[src/rtl/pushbutton_capture.sv]
// Push-button capture: synchronizes and debounces four active-low keys, then latches
// sticky press flags and a wrapping press count into a 32-bit status word.
module pushbutton_capture #(
    parameter int unsigned DEBOUNCE_CYCLES = 1000000
) (
    input  logic        clk,
    input  logic        reset_n,
    input  logic [3:0]  key_n,
    input  logic        ack_toggle,
    output logic [31:0] buttons_word
);

    localparam logic [23:0] CntMax = 24'(DEBOUNCE_CYCLES - 1);

    logic [3:0]  sync1_q;
    logic [3:0]  sync2_q;
    logic [3:0]  level;
    logic [3:0]  stable_q;
    logic [3:0]  stable_d;
    logic [23:0] cnt_q [4];
    logic [23:0] cnt_d [4];
    logic [3:0]  press;
    logic [3:0]  sticky_q;
    logic [3:0]  sticky_d;
    logic [7:0]  press_cnt_q;
    logic [7:0]  press_cnt_d;
    logic        ack_prev_q;
    logic        ack_clear;

    assign level     = ~sync2_q;
    assign ack_clear = ack_toggle != ack_prev_q;

    // Press is derived from the stable-level update itself so flag and count land on the same edge.
    always_comb begin
        stable_d = stable_q;
        press    = '0;
        for (int i = 0; i < 4; i++) begin
            cnt_d[i] = '0;
            if (level[i] != stable_q[i]) begin
                if (cnt_q[i] == CntMax) begin
                    stable_d[i] = level[i];
                    press[i]    = level[i];
                end else begin
                    cnt_d[i] = cnt_q[i] + 24'd1;
                end
            end
        end
    end

    // A press on the same edge as an ack clear must survive the clear.
    always_comb begin
        sticky_d    = (ack_clear ? 4'b0000 : sticky_q) | press;
        press_cnt_d = press_cnt_q;
        for (int i = 0; i < 4; i++) begin
            press_cnt_d = press_cnt_d + 8'(press[i]);
        end
    end

    always_ff @(posedge clk or negedge reset_n) begin
        if (!reset_n) begin
            sync1_q     <= 4'b1111;
            sync2_q     <= 4'b1111;
            stable_q    <= '0;
            sticky_q    <= '0;
            press_cnt_q <= '0;
            ack_prev_q  <= 1'b0;
            for (int i = 0; i < 4; i++) begin
                cnt_q[i] <= '0;
            end
        end else begin
            sync1_q     <= key_n;
            sync2_q     <= sync1_q;
            stable_q    <= stable_d;
            sticky_q    <= sticky_d;
            press_cnt_q <= press_cnt_d;
            ack_prev_q  <= ack_toggle;
            for (int i = 0; i < 4; i++) begin
                cnt_q[i] <= cnt_d[i];
            end
        end
    end

    assign buttons_word = {16'h0000, press_cnt_q, sticky_q, stable_q};

endmodule

[config.mk]
export PLATFORM = sky130hd
export DESIGN_NAME = pushbutton_capture
export DESIGN_NICKNAME = d
export VERILOG_FILES = /design/src/rtl/pushbutton_capture.sv
export SDC_FILE = /design/constraint.sdc
export NUM_CORES = 1
export LEC_CHECK = 0
export CAP_MARGIN = 0
export CORE_ASPECT_RATIO = 1.5
export CORE_MARGIN = 3
export CORE_UTILIZATION = 57
export DETAILED_ROUTE_END_ITERATION = 8
export MAX_ROUTING_LAYER = met4
export PLACE_DENSITY = 0.77
export RECOVER_POWER = 25
export SYNTH_ARGS = -nofsm -noshare
export SYNTH_HDL_FRONTEND = slang
export SYNTH_SLANG_ARGS = --single-unit
[constraint.sdc]
create_clock -name clk -period 4.3 [get_ports clk]
set_clock_uncertainty 0.05 [all_clocks]
set_input_delay 0.43 -clock clk [delete_from_list [all_inputs] [get_ports clk]]
set_output_delay 0.43 -clock clk [all_outputs]
set_load 0.05 [all_outputs]
; ---- Word-level counts from Yosys, hierarchy flattened
; Index checks and enable logic that the tools add are counted.
[word_totals]
elab_cells = 53
out_inout_bits = 32
input_bits = 7
reg_bits = 121
[op_classes]
reduce_logical = 4
bitwise = 2
n_mux = 17
addsub = 8
n_eq_ne = 9
[op_table]
columns = operator, count
row1 = $mux W24, 8
row2 = $add A24 B1 Y24 const B, 4
row3 = $eq A24 B20 Y1 const B, 4
row4 = $add A8 B1 Y8, 4
row5 = $mux W1, 8
row6 = $reduce_and A2 Y1, 4
row7 = $ne A1 B1 Y1, 5
row8 = $mux W4, 1
row9 = $not A4 Y4, 1
row10 = $or A4 B4 Y4, 1

; ---- Depth between registers and ports, before layout
; Gate-level depths: netlist of the first run.
[depth]
ltp_word = 7
ltp_mapped = 13
mapped_depth_nobuf = 12

; ---- Worst setup path before layout of the first run
; No wires, ideal clock.
[synth_path]
path_type = register to register
start = register cnt_q[72] (netlist name)
end = register press_cnt_q[4]
setup_slack_ns = 0.785
arrival_time_ns = 3.323
period_less_slack_ns = 3.515
required_ns = 4.108
path_stages_with_launch = 12
setup_ns = 0.142
path_buffers = 0
cell_sequence = dfrtp_1 ha_1 nand3_1 or3_1 or2_2 or3_1 fa_1 inv_1 fa_1 fa_1 nand3_1 xnor2_1
[synth_between]
elab_chain_len = 7
[synth_lines]
columns = item, line_no
row1 = start: declaration, 20  ; logic [23:0] cnt_q [4];
row2 = start signal: indexed assignment, 78  ; cnt_q[i] <= cnt_d[i];
row3 = $eq A24 B20 Y1, 40  ; if (cnt_q[i] == CntMax) begin
row4 = $mux W1, 40
row5 = $mux W1, 39  ; if (level[i] != stable_q[i]) begin
row6 = $add A8 B1 Y8 (4 in series), 55  ; press_cnt_d = press_cnt_d + 8'(press[i]);
row7 = named net press_cnt_d[4], 26  ; logic [7:0] press_cnt_d;
row8 = end signal: assignment, 75  ; press_cnt_q <= press_cnt_d;
row9 = end: declaration, 25  ; logic [7:0] press_cnt_q;
; The timed path passes the listed nets, and every way through them passes these cells.
; A chain may end at the register's enable or synchronous reset.

; ---- Worst setup path in the final report of the first run
[layout_path]
start = register cnt_q[72] (netlist name)
end = register press_cnt_q[6]
; Same word-level chain as after synthesis.

==> results of run 1 <==
==> synth_stat cells, types with 5 or more instances <==
cell	number	area (um^2)
a21oi_1	35	175.2
and3_1	11	68.82
and4_1	11	96.34
buf_4	16	120.1
clkbuf_1	11	41.29
dfrtp_1	113	2828
dfstp_2	8	210.2
ha_1	5	62.56
inv_1	18	67.56
nand2_1	32	120.1
nand3_1	31	155.2
nand4_1	34	212.7
nor2_1	73	274.0
nor3_1	13	65.06
nor4_1	9	56.30
nor4b_1	6	52.55
o21ai_0	24	120.1
o31ai_1	17	127.6
or3_1	25	156.4
or4_1	24	180.2
xnor2_1	38	332.8
xor2_1	25	219.0
==> area by class of cell <==
class | instances | area (um^2)
sequential | 121 | 3038
clock inverter | 6 | 85.08
multi-input combinational | 452 | 2769
inverter | 18 | 67.56
fill | 767 | 3277
tap | 141 | 176.4
clock buffer | 26 | 519.2
timing repair buffer | 28 | 259.0
==> path summary, 6_finish.rpt <==
kind,from,end,slack (ns),depth (start not counted)
max reg2reg,cnt_q[72],press_cnt_q[6],0.50,11
min,sync1_q[2],sync2_q[2],0.30,0
min in group asynchronous,reset_n,cnt_q[14],1.08,1
max,cnt_q[72],press_cnt_q[6],0.50,11
max in group asynchronous,reset_n,cnt_q[29],1.25,1
min reg2reg,sync1_q[2],sync2_q[2],0.30,0
==> metrics by stage <==
step	instances	worst slack, ns	area, um^2	power (uW)	util (%)
2_1_floorplan	621	0.7849	6038	1255	-
3_3_place_gp	760	0.6725	6314	1283	61.95
3_5_place_dp	760	0.4851	6314	1287	61.95
4_1_cts	792	0.5039	6918	2705	67.88
5_1_grt	792	0.3340	6914	2772	67.85
6_report	792	0.5014	6914	2683	67.85
==> sequential cells by signal, summed over array words and instances (netlist names) <==
register and cells:
cnt_q 96, press_cnt_q 8, stable_q 4, sticky_q 4
sync1_q 4, sync2_q 4, ack_prev_q 1
==> placed cells by master (no fill, tap or decap), types with 3 or more instances in the layout <==
cell type	count
dfrtp_1	113
nor2_1	73
xnor2_1	38
a21oi_1	35
nand4_1	34
nand2_1	32
nand3_1	31
xor2_1	25
or3_1	25
o21ai_0	24
or4_1	24
inv_1	18
clkbuf_16	17
o31ai_1	16
conb_1	16
clkdlybuf4s50_1	16
nor3_1	13
and3_1	11
and4_1	11
nor4_1	9
dfstp_2	7
nor4b_1	6
clkbuf_8	6
buf_4	6
ha_1	5
dlygate4sd3_1	5
clkbuf_1	4
or2_2	3
and2_1	3
fa_1	3
==> layer usage <==
layer	up-vias	part of all wire (%)	track usage (%)
met5	-	0	-
met4	0	2.4	9.023
met3	31	4.7	7.089
met2	128	53	37.95
met1	2316	40	29.14
li1	2239	-	-
==> logic make-up (layout without fill, tap and decap cells) <==
group           Yosys count  in the layout  synth area share [%]
buf+inv                  48             78                 4.079
compound gates           83             83                 7.969
fa+ha+maj                 8              8                 2.050
mux                       2              2                0.3347
flops                   121            121                 50.78
simple gates            280            280                 25.50
xor+xnor                 63             63                 9.224
other cells               1             16               0.06269
==> power breakdown <==
group          internal (uW)  switching (uW)
clock network            943             475
logic                   18.5            76.9
registers               1160            12.9
==> flow_summary.ini, run 1 <==
[critical_path]
worst_setup_path_end_kind = register
crit_path_start_kind = register
path_buf_inv = 1
crit_family = adder cells
crit_chain = ha_1, nand3_1, or3_1, or2_2, or3_1, fa_1, inv_1, fa_1, fa_1, nand3_1, xnor2_1
cp_common_cell = fa_1
slowest_delay_ns = 0.54
cp_slowest_cell = fa_1
crit_fanout = 6
worstPathArrival_ns = 4.07
cp.required_ns = 4.57
crit_type = register to register

[routing]
routed_wl_um = 12630
drcViolationCount = 0
vias_per_cell = 5.952
avgRoutedWirePerCell_um = 15.94
drt_first_iter_violations = 241
vias = 4714
route.antenna.remaining_nets = 0
firstDrtPassIters = 5

[yosys]
ys.flop_type = dfrtp_1
yosysSeqAreaShare_pct = 50.78
synth.avg_cell_area_um2 = 9.871
synth_cell_types = 39
syn-cell-area_um2 = 5982
synth_edf_count = 0
async_reset_ff_share_pct = 100.0
netlist_instances = 606
synth-seq-cells = 121
yosysWarnings = 0

[die]
core-area_um2 = 10190
fp.dieW_um = 89.65
pin_count = 39
start_util_pct = 58.70
die_h_um = 131.5
rows = 45
die-area_um2 = 11790

[power_and_ir_drop]
leakage_uw = 0.002787
vdd_drop_max_v = 0.0003282
power_density_nw_per_um2 = 388.0

[global_routing]
grt_pass1_vias = 4832
gr-total-overflow = 0
antenna_found_initial = 0
grt_pass1_wl_um = 22110
grt_max_degree = 64
grt_usage_pct = 24.19

[timing]
hold_viol_final = 0
fmax_mhz = 263.3
fin_crit_sh_pct = 88.34
holdWs_ns = 0.3034
period_minus_slack_ns = 3.799
finalSetupTns_ns = 0
worst_pin_slew_ns = 3.319
maxSlewViolCount = 64
rsz0062_at_grt = no
relSlewSlack_pct = -121.3
setup_viol = 0

[placed_design]
port_buffers = 22
dp_hpwl_um = 8504
gp_congestion = 0.8783

[clock_tree]
cts_resized = 0
root_buffer = clkbuf_16
insertion_delay_ns = 0.41
cts_hold_buf = 0
numCtsBuffers = 17
cts_num_sinks = 121
cts_setup_buffers = 0
cts_max_path_buffers = 2
clk_pin_slew_ns = 0.05
tritoncts = done
h-tree-depth = 4

[cells_and_area]
diodes = 0
syn2layout_area_growth_pct = 15.58
finalNetCount = 653
drive_gt1_share_pct = 7.988

[outcome]
violations = max-capacitance violations, max-slew violations
status = complete, but fails checks

[min_path]
hp-class = register to register

[run]
cap_viol_max_count = 1
Power figures use the tool's default switching activity.
==> run 2, diff against run 1 <==
ABC_CLOCK_PERIOD_IN_PS = 4300   (was default)
CELL_PAD_IN_SITES_DETAIL_PLACEMENT = 1   (was default)
CELL_PAD_IN_SITES_GLOBAL_PLACEMENT = 2   (was default)
CORE_UTILIZATION = 38   (was 57)
PLACE_DENSITY = default   (was 0.77)
PLACE_DENSITY_LB_ADDON = 0.1   (was default)
==> flow_summary.ini, run 2 (synthesis results as in run 1) <==
[cells_and_area]
reg_top3 = cnt_q (96), press_cnt_q (8)
fin_area_um2 = 7094
drive_gt1_share_pct = 8.295
diodes = 0
layout_common_cells = 113 x dfrtp_1, 73 x nor2_1, 38 x xnor2_1
top_register = cnt_q
syn2layout_area_growth_pct = 18.59
layout_commonest_cell = dfrtp_1
finalNetCount = 653
largest_reg_flops = 96

[critical_path]
r2r_slack_ns = 0.49
path_buf_inv = 1
cp_common_cell = fa_1
crit_fanout = 6
worst_setup_path_end_kind = register
crit_family = adder cells
worst_r2r_path_depth = 11
cp.required_ns = 4.58
crit_chain = ha_1, nand3_1, or3_1, or2_2, or3_1, fa_1, inv_1, fa_1, fa_1, nand3_1, xnor2_1
crit_type = register to register
slowest_delay_ns = 0.55
cp_slowest_cell = fa_1
rr_endpoint = press_cnt_q[6]
timing.rr.start = cnt_q[72]
crit_path_start_kind = register
worstPathArrival_ns = 4.10

[routing]
firstDrtPassIters = 4
vias = 4655
vias_per_cell = 5.476
avgRoutedWirePerCell_um = 17.04
routed_wl_um = 14480
route.antenna.remaining_nets = 0
drcViolationCount = 0
drt_first_iter_violations = 122

[min_path]
hold_end = sync2_q[3]
min_path_cells = 0
min-delay-start = sync1_q[3]
hp-class = register to register

[die]
start_util_pct = 39.16
die-area_um2 = 17310
fp.dieW_um = 108.4
rows = 55
pin_count = 39
core-area_um2 = 15280
die_h_um = 159.7

[power_and_ir_drop]
pwr-share-comb_pct = 3.3
seqPwrFrac_pct = 38.9
swShare_pct = 20.40
power_density_nw_per_um2 = 423.3
leakage_uw = 0.002841
switchingPower_uw = 612.7
vdd_drop_max_v = 0.0001928
p_int_uw = 2390
power_frac_clock_pct = 57.8

[global_routing]
gr-total-overflow = 0
grt_pass1_vias = 5040
grt_max_degree = 53
grt_usage_pct = 18.68
grt_pass1_wl_um = 24980
antenna_found_initial = 0

[placed_design]
gp_congestion = 0.8263
place_area_um2 = 6386
port_buffers = 22
dp_hpwl_um = 10230

[timing]
hold_viol_final = 0
fin_crit_sh_pct = 88.67
fmax_mhz = 262.3
period_minus_slack_ns = 3.813
worst_pin_slew_ns = 2.830
setup_viol = 0
relSlewSlack_pct = -88.64
maxSlewViolCount = 53
rsz0062_at_grt = no
finalSetupTns_ns = 0

[clock_tree]
cts_num_sinks = 121
insertion_delay_ns = 0.42
cts_setup_buffers = 0
clk_pin_slew_ns = 0.06
cts_hold_buf = 0
root_buffer = clkbuf_16
tritoncts = done
cts_max_path_buffers = 2
h-tree-depth = 4
numCtsBuffers = 17
cts_resized = 0

[run]
cap_viol_max_count = 1

[outcome]
violations = max-capacitance violations, max-slew violations
status = complete, but fails checks
-- run 2: cell count changes in the layout (fill, tap and decap cells not counted), sizes merged --
cell and change:
buf -1, bufinv +6, clkbuf -6, clkinv +2
clkinvlp -1
-- run 2: worst max path at each step --
stage | from | to | slack, ns | depth (start not counted)
after global routing | cnt_q[72] | press_cnt_q[6] | 0.25 | 11
after global placement | cnt_q[72] | press_cnt_q[4] | 0.64 | 11
after CTS | cnt_q[72] | press_cnt_q[6] | 0.45 | 11
after floorplan | cnt_q[72] | press_cnt_q[4] | 0.78 | 11
final | cnt_q[72] | press_cnt_q[6] | 0.49 | 11
after detailed placement | cnt_q[72] | press_cnt_q[6] | 0.47 | 11
-- run 2: layout make-up --
class                      instances  area (um^2)
clock buffer                      19        442.9
clock inverter                    13        271.5
fill                            1724         8183
inverter                          18        67.56
multi-input combinational        452         2769
sequential                       121         3038
tap                              199        249.0
timing repair buffer              28        256.5
-- run 2: stage by stage --
step | hold slack [ns] | total power, uW | utilization [%] | worst slack (ns) | instances
2_1_floorplan | 0.08441 | 1255 | - | 0.7849 | 621
6_report | 0.3052 | 3003 | 46.44 | 0.4872 | 850
5_1_grt | 0.3091 | 3111 | 46.44 | 0.2539 | 850
3_3_place_gp | 0.2969 | 1287 | 41.80 | 0.6420 | 818
4_1_cts | 0.02205 | 3040 | 46.48 | 0.4521 | 850
3_5_place_dp | 0.2984 | 1291 | 41.80 | 0.4714 | 818
-- run 2: power groups by stage --
stage,clock network (uW),registers [uW],logic [uW]
6_report,1740,1170,98.2
5_1_grt,1830,1170,110
4_1_cts,1770,1170,103
3_5_place_dp,0,1190,102
3_3_place_gp,0,1190,100
2_1_floorplan,0,1190,69.6
-- run 2: routing by layer --
layer | vias to the layer above | share of wire [%] | global-route usage [%]
met3 | 24 | 2.3 | 4.044
li1 | 2225 | - | -
met2 | 49 | 53 | 31.60
met4 | 0 | 2.0 | 7.410
met1 | 2357 | 42 | 21.28
met5 | - | 0 | -
-- run 2: worst register-to-register path: stages, from the launching register on --
cell,delay (ns)
dfrtp_1,0.41
ha_1,0.24
nand3_1,0.20
or3_1,0.45
or2_2,0.32
or3_1,0.35
fa_1,0.55
inv_1,0.05
fa_1,0.43
fa_1,0.43
nand3_1,0.12
xnor2_1,0.12
